<file path="src/rtl/mmio_sig_pkg.sv">
// Shared types and MMIO signature-window addresses for the run-termination controller.
package mmio_sig_pkg;
    localparam int SIG_DATA_W = 64;

    localparam logic [31:0] ADDR_STOP       = 32'h6000_0000;
    localparam logic [31:0] ADDR_TRAP       = 32'h6000_0008;
    localparam logic [31:0] ADDR_REG_DUMP   = 32'h6000_0010;
    localparam logic [31:0] ADDR_FREG_DUMP  = 32'h6000_0018;
    localparam logic [31:0] ADDR_REG_STREAM = 32'h6000_0020;

    typedef enum logic [1:0] {
        KIND_INT    = 2'd0,
        KIND_FLOAT  = 2'd1,
        KIND_STREAM = 2'd2
    } rec_kind_e;

    typedef enum logic [1:0] {
        ST_RUN   = 2'd0,
        ST_DRAIN = 2'd1,
        ST_DONE  = 2'd2
    } sig_state_e;

    typedef struct packed {
        rec_kind_e               kind;
        logic [7:0]              idx;
        logic [SIG_DATA_W-1:0]   data;
        logic [SIG_DATA_W-1:0]   taint;
    } sig_rec_t;
endpackage

</file>
<file path="src/rtl/sig_rec_fifo.sv">
// Record FIFO with extra wrap bit on each pointer; head is read straight from storage.
module sig_rec_fifo
    import mmio_sig_pkg::*;
#(
    parameter int  DEPTH = 8,
    parameter type rec_t = sig_rec_t
) (
    input  logic clk_i,
    input  logic rst_ni,
    input  logic push_i,
    input  rec_t push_data_i,
    input  logic pop_i,
    output logic push_ok_o,
    output logic valid_o,
    output rec_t head_o
);
    localparam int AW = $clog2(DEPTH);

    logic [AW:0] wr_ptr_q, rd_ptr_q;
    rec_t        mem_q [DEPTH];
    logic        empty, full, pop_ok;

    assign empty     = (wr_ptr_q == rd_ptr_q);
    assign full      = (wr_ptr_q[AW] != rd_ptr_q[AW]) && (wr_ptr_q[AW-1:0] == rd_ptr_q[AW-1:0]);
    assign pop_ok    = pop_i && !empty;
    // A full FIFO still takes a push when the head leaves in the same cycle.
    assign push_ok_o = push_i && (!full || pop_ok);
    assign valid_o   = !empty;
    assign head_o    = mem_q[rd_ptr_q[AW-1:0]];

    always_ff @(posedge clk_i or negedge rst_ni) begin
        if (!rst_ni) begin
            wr_ptr_q <= '0;
            rd_ptr_q <= '0;
            for (int i = 0; i < DEPTH; i++) mem_q[i] <= '0;
        end else begin
            if (push_ok_o) begin
                mem_q[wr_ptr_q[AW-1:0]] <= push_data_i;
                wr_ptr_q                <= wr_ptr_q + (AW+1)'(1);
            end
            if (pop_ok) rd_ptr_q <= rd_ptr_q + (AW+1)'(1);
        end
    end
endmodule

</file>
<file path="src/rtl/mmio_sig_ctrl.sv">
// MMIO signature-window decoder, run-termination sequencer and dump-record queue.
//  state    | meaning
//  ST_RUN   | normal execution, dump beats recorded, stop/trap honoured
//  ST_DRAIN | countdown after stop/trap, beats ignored
//  ST_DONE  | terminal until reset, counters frozen, FIFO still drains
module mmio_sig_ctrl
    import mmio_sig_pkg::*;
#(
    parameter int ADDR_W       = 32,
    parameter int DATA_W       = SIG_DATA_W,
    parameter int CNT_W        = 32,
    parameter int DRAIN_CYCLES = 50,
    parameter int FIFO_DEPTH   = 8
) (
    input  logic              clk_i,
    input  logic              rst_ni,
    input  logic              mmio_req_i,
    input  logic              mmio_we_i,
    input  logic [ADDR_W-1:0] mmio_addr_i,
    input  logic [DATA_W-1:0] mmio_wdata_i,
    input  logic [DATA_W-1:0] mmio_wdata_t0_i,
    input  logic [CNT_W-1:0]  simlen_i,
    input  logic              trap_stop_en_i,
    output logic              rec_valid_o,
    input  logic              rec_ready_i,
    output logic [1:0]        rec_kind_o,
    output logic [7:0]        rec_idx_o,
    output logic [DATA_W-1:0] rec_data_o,
    output logic [DATA_W-1:0] rec_taint_o,
    output logic [1:0]        state_o,
    output logic              done_o,
    output logic [CNT_W-1:0]  cycle_cnt_o,
    output logic [7:0]        trap_cnt_o,
    output logic              overflow_o
);
    localparam int CD_W = $clog2(DRAIN_CYCLES + 1);

    sig_state_e       state_q;
    logic [CD_W-1:0]  countdown_q;
    logic [CNT_W-1:0] cycle_cnt_q;
    logic [7:0]       trap_cnt_q, idx_int_q, idx_flt_q, idx_str_q;
    logic             done_q, overflow_q;

    logic     wr_beat, hit_stop, hit_trap, hit_reg, hit_freg, hit_str, limit_hit;
    logic     push, push_ok;
    sig_rec_t push_rec, head;

    assign wr_beat  = mmio_req_i && mmio_we_i;
    assign hit_stop = wr_beat && (mmio_addr_i[31:0] == ADDR_STOP);
    assign hit_trap = mmio_req_i && (mmio_addr_i[31:0] == ADDR_TRAP);
    assign hit_reg  = wr_beat && (mmio_addr_i[31:0] == ADDR_REG_DUMP);
    assign hit_freg = wr_beat && (mmio_addr_i[31:0] == ADDR_FREG_DUMP);
    assign hit_str  = wr_beat && (mmio_addr_i[31:0] == ADDR_REG_STREAM);

    assign limit_hit = (simlen_i != '0) && (cycle_cnt_q == simlen_i - CNT_W'(1));
    assign push      = (state_q == ST_RUN) && (hit_reg || hit_freg || hit_str);

    always_comb begin
        push_rec       = '0;
        push_rec.data  = mmio_wdata_i;
        push_rec.taint = mmio_wdata_t0_i;
        if (hit_reg) begin
            push_rec.kind = KIND_INT;
            push_rec.idx  = idx_int_q;
        end else if (hit_freg) begin
            push_rec.kind  = KIND_FLOAT;
            push_rec.idx   = idx_flt_q;
            push_rec.taint = '0;
        end else begin
            push_rec.kind = KIND_STREAM;
            push_rec.idx  = idx_str_q;
        end
    end

    always_ff @(posedge clk_i or negedge rst_ni) begin
        if (!rst_ni) begin
            state_q     <= ST_RUN;
            countdown_q <= '0;
            cycle_cnt_q <= '0;
            trap_cnt_q  <= '0;
            idx_int_q   <= 8'd1;
            idx_flt_q   <= '0;
            idx_str_q   <= '0;
            done_q      <= 1'b0;
            overflow_q  <= 1'b0;
        end else begin
            if (state_q != ST_DONE && cycle_cnt_q != '1) cycle_cnt_q <= cycle_cnt_q + CNT_W'(1);
            if (push && !push_ok) overflow_q <= 1'b1;
            unique case (state_q)
                ST_RUN: begin
                    if (hit_reg) idx_int_q <= idx_int_q + 8'd1;
                    if (hit_freg) idx_flt_q <= idx_flt_q + 8'd1;
                    if (hit_str) idx_str_q <= idx_str_q + 8'd1;
                    if (hit_trap && trap_cnt_q != 8'hFF) trap_cnt_q <= trap_cnt_q + 8'd1;
                    // The cycle limit takes priority over a stop/trap in the same cycle.
                    if (limit_hit) begin
                        state_q <= ST_DONE;
                        done_q  <= 1'b1;
                    end else if (hit_stop || (hit_trap && trap_stop_en_i)) begin
                        state_q     <= ST_DRAIN;
                        countdown_q <= CD_W'(DRAIN_CYCLES);
                    end
                end
                ST_DRAIN: begin
                    if (limit_hit || countdown_q == '0) begin
                        state_q <= ST_DONE;
                        done_q  <= 1'b1;
                    end else begin
                        countdown_q <= countdown_q - CD_W'(1);
                    end
                end
                default: state_q <= ST_DONE;
            endcase
        end
    end

    sig_rec_fifo #(.DEPTH(FIFO_DEPTH), .rec_t(sig_rec_t)) u_fifo (
        .clk_i       (clk_i),
        .rst_ni      (rst_ni),
        .push_i      (push),
        .push_data_i (push_rec),
        .pop_i       (rec_ready_i),
        .push_ok_o   (push_ok),
        .valid_o     (rec_valid_o),
        .head_o      (head)
    );

    assign rec_kind_o  = head.kind;
    assign rec_idx_o   = head.idx;
    assign rec_data_o  = head.data;
    assign rec_taint_o = head.taint;
    assign state_o     = state_q;
    assign done_o      = done_q;
    assign cycle_cnt_o = cycle_cnt_q;
    assign trap_cnt_o  = trap_cnt_q;
    assign overflow_o  = overflow_q;
endmodule

</file>
<file path="config.mk">
export PLATFORM = sky130hd
export DESIGN_NAME = mmio_sig_ctrl
export DESIGN_NICKNAME = d
export VERILOG_FILES = /design/src/rtl/mmio_sig_pkg.sv /design/src/rtl/sig_rec_fifo.sv /design/src/rtl/mmio_sig_ctrl.sv
export SDC_FILE = /design/constraint.sdc
export NUM_CORES = 2
export LEC_CHECK = 0
export ABC_AREA = 1
export BUFFER_PORTS_ARGS = -buffer_cell sky130_fd_sc_hd__buf_2
export CORE_MARGIN = 3
export CORE_UTILIZATION = 65
export DETAILED_ROUTE_END_ITERATION = 16
export PLACE_DENSITY = 0.85
export SLEW_MARGIN = 20
export SYNTH_ARGS = -nofsm -noshare
export SYNTH_HDL_FRONTEND = slang
export SYNTH_SLANG_ARGS = --single-unit
</file>
<file path="constraint.sdc">
create_clock -name clk_i -period 3.8 [get_ports clk_i]
set_clock_uncertainty 0.2 [all_clocks]
set_input_delay 0.38 -clock clk_i [delete_from_list [all_inputs] [get_ports clk_i]]
set_output_delay 0.38 -clock clk_i [all_outputs]
set_load 0.01 [all_outputs]
</file>
==> metrics.yaml <==
sta:
  slew_headroom: 0.278
  tns_ns: 0
  clock.fmax_mhz: 269
  worst_pin_slew_ns: 1.08
  slew_viol_final: 0
  post-route-min-period_ns: 3.72
  setup_viol: 0
  hold_viol_final: 0
  fin_crit_sh: 0.979
  worst_slack_ns: 0.0810
  rsz0062_at_grt: "true"
yosys:
  synthAdderAreaFrac: 0.00250
  synth_compound_area_frac: 0.181
  synth_top_flop_cell: "dfrtp_1"
  async_flop_share: 1.00
  syn_inst: 6774
  synth_most_common_cell: "nand2_1"
  ys_ff_latch: 1186
  synth-edff-count: 0
  synth_commonest_cells: "1582 x nand2_1, 1370 x o21ai_0, 1185 x dfrtp_1"
  synth_area_leaders: "dfrtp_1 54%, o21ai_0 12%, nand2_1 11%, nor2_1 7.8%, o21ai_1 2.2%"
  yosysSeqAreaShare: 0.539
  ys_warn_count: 0
  syn_nets: 6983
  synth-xor-area-share: 0.0146
  synth.distinct_cells: 45
  syn_area_um2: 55100
  synth_top_family_by_area: "simple AND/OR/NAND/NOR gates"
  synth_mux_area_frac: 0.000818
  synth_top_cell_area_share: 0.538
  synth_area_per_cell_um2: 8.13
  yosys.area.top_type: "dfrtp_1"
  synthSimpleGateAreaFrac: 0.205
grt:
  grt_max_degree: 181
  grt_first_pass_wirelength_mm: 257
  grtUsageTotal: 0.351
  first_global_vias: 49400
  antenna_found_initial: 1
  overflow: 0
worst_hold_path:
  hold_start: "mmio_addr_i[3]"
  holdCritPathClass: "in -> reg"
  whs_path_depth: 6
  holdPathEnd: "idx_int_q[6]$_DFFE_PN0P_"
cells_and_area:
  fin_util: 0.749
  fill_cells: 5990
  final_nets: 7233
  drive_gt1_frac: 0.0981
  n_antenna_cell: 0
  area_growth_syn_to_layout_pct: 14.0
  multi_input_area_um2: 22300
  seqCellArea_um2: 29700
critical_path:
  slowest_stage: "buf_4"
  cpPeakStageDelay_ns: 0.61
  critPathKind: "reg -> out"
  r2r-end: "u_fifo.mem_q[430]$_DFFE_PN0P_"
  critPathMaxFanout: 72
  path_delay_family: "buffers and inverters"
  startpoint_type: "register"
  r2r_cells: 11
  r2r_slack_ns: 0.49
  endpoint_kind: "output pin"
  cp.arrival_ns: 3.14
  cp.buffers_inverters: 3
  critical_path.cell_chain: "inv_8 > buf_4 > o21ai_0 > o22ai_1 > nor2_1 > a31oi_1 > buf_2"
  crit-reg2reg-launch: "u_fifo.rd_ptr_q[0]$_DFFE_PN0P_"
  crit_required_ns: 3.22
detailed_routing:
  routed_via_density: 6.05
  wl_per_cell_um: 19.0
  drt-total-wl_mm: 157
  drc: 0
  drt-initial-drc-count: 6062
  ant_nets: 0
  dr.pass1.iters: 7
  num_vias: 50000
clock_tree:
  cts-root-buf: "clkbuf_16"
  htree_levels: 3
  cts_buffers: 117
  cts_tree: "done"
  cts.clk_slew.worst_paths_ns: 0.06
  clk_path_buf_depth: 3
  clock_sinks: 1186
  clk_latency_ns: 0.69
power_and_ir_drop:
  ir_drop_uv: 422
  power_density_nw_per_um2: 451
  leakage_uw: 0.0295
placed_design:
  port_buffers: 380
  routabilityCongestion: 0.962
  dp_slack_ns: 0.369
  dp_hpwl_mm: 89.5
floorplan:
  start_util: 0.657
  fp-row-count: 106
  io_pins: 381
  dieArea_um2: 88300
  die_height_um: 297
  core_um2: 83800
  dieWidth_um: 297
run_status:
  run_status: "finished, final reports clean"
job:
  drv_cap: 0
[worst reg2reg max path: stages (launching register included)]
cell	delay [ns]
dfrtp_4	0.57
inv_8	0.23
nor2_1	0.11
a2111oi_4	0.39
nand2_1	0.17
nand2_2	0.13
nand3_2	0.13
nand2_4	0.18
nor2_8	0.09
nand2_8	0.10
buf_12	0.52
o21ai_0	0.35
[power breakdown]
part / internal [uW] / switching [uW] / leakage (uW) / total (uW)
logic: 1100 / 2300 / 0.0110 / 3400
clock network: 7300 / 5010 / 0.00208 / 12300
registers: 12600 / 10.2 / 0.0165 / 12600
[logic make-up (layout without fill, tap and decap cells)]
family,after synthesis,count (layout)
and+or+nand+nor,2902,2902
adders and majority gates,11,11
xor gates and xnor gates,92,92
muxes,4,4
DFF,1186,1186
buffers and inverters,673,1025
AOI/OAI and AO/OA,1906,1906
[worst max-delay path by stage]
| stage | start | endpoint | slack (ns) | depth (start not counted) |
|---|---|---|---|---|
| 3_5_place_dp | mmio_addr_i[21] | u_fifo.mem_q[1020]$_DFFE_PN0P_ | 0.37 | 14 |
| 6_report | u_fifo.rd_ptr_q[0]$_DFFE_PN0P_ | rec_data_o[62] | 0.08 | 7 |
| 2_1_floorplan | mmio_addr_i[9] | u_fifo.mem_q[895]$_DFFE_PN0P_ | 1.21 | 17 |
| 3_3_place_gp | mmio_addr_i[21] | u_fifo.mem_q[82]$_DFFE_PN0P_ | 0.48 | 14 |
| 4_1_cts | u_fifo.rd_ptr_q[0]$_DFFE_PN0P_ | rec_taint_o[60] | 0.03 | 7 |
| 5_1_grt | u_fifo.rd_ptr_q[0]$_DFFE_PN0P_ | rec_taint_o[63] | -0.05 | 7 |
[final cells by class]
cell class | instances | area share
Multi-Input combinational cell | 4915 | 0.355
Tap cell | 1134 | 0.0226
Clock buffer | 172 | 0.0567
Clock inverter | 49 | 0.00996
Timing Repair Buffer | 589 | 0.0697
Sequential cell | 1186 | 0.473
Inverter | 215 | 0.0132
[placed cells by master (no fill, tap or decap), types with 121 or more instances in the layout]
master            n
o22ai_1         138
dlygate4sd3_1   132
dfrtp_1        1183
nor2_1         1148
nand2_1        1581
o21ai_0        1370
clkbuf_16       121
a31oi_1         138
o21ai_1         242
inv_1           207
buf_2           379
[per-stage QoR]
| step | cells | power [uW] | instance area (um^2) | hold slack [ns] |
|---|---|---|---|---|
| 2_1_floorplan | 6774 | 14800 | 55100 | -0.116 |
| 3_3_place_gp | 7906 | 16000 | 57200 | 0.135 |
| 3_5_place_dp | 7906 | 16100 | 57200 | 0.130 |
| 4_1_cts | 8259 | 28400 | 62800 | 0.00370 |
| 5_1_grt | 8260 | 29300 | 62800 | 0.0899 |
| 6_report | 8260 | 28300 | 62800 | 0.0441 |
[sequential cells by signal (all words and copies together) (netlist names)]
register,flops
countdown_q,6
u_fifo.wr_ptr_q,4
done_o,1
overflow_o,1
idx_int_q,8
u_fifo.mem_q,1104
idx_str_q,8
u_fifo.rd_ptr_q,4
idx_flt_q,8
trap_cnt_o,8
cycle_cnt_o,32
state_o,2
[metal layers]
metal / vias up / global-route usage / part of all wire
met2: 2607 / 0.567 / 0.47
met3: 381 / 0.0517 / 0.086
met4: 0 / 0.148 / 0.037
met1: 24100 / 0.482 / 0.40
li1: 22800 / - / -
met5: - / 0 / 0
[what timing repair did]
item | in CTS | in global routing
buffers inserted | 0 | 0
hold buffers | 132 | 0
resized for setup | 1 | 3
endpoints found under the hold margin | 1611 | 0
gates cloned | 0 | 1
endpoints found under the setup margin | 6 | 12
Power figures use the tool's default switching activity.
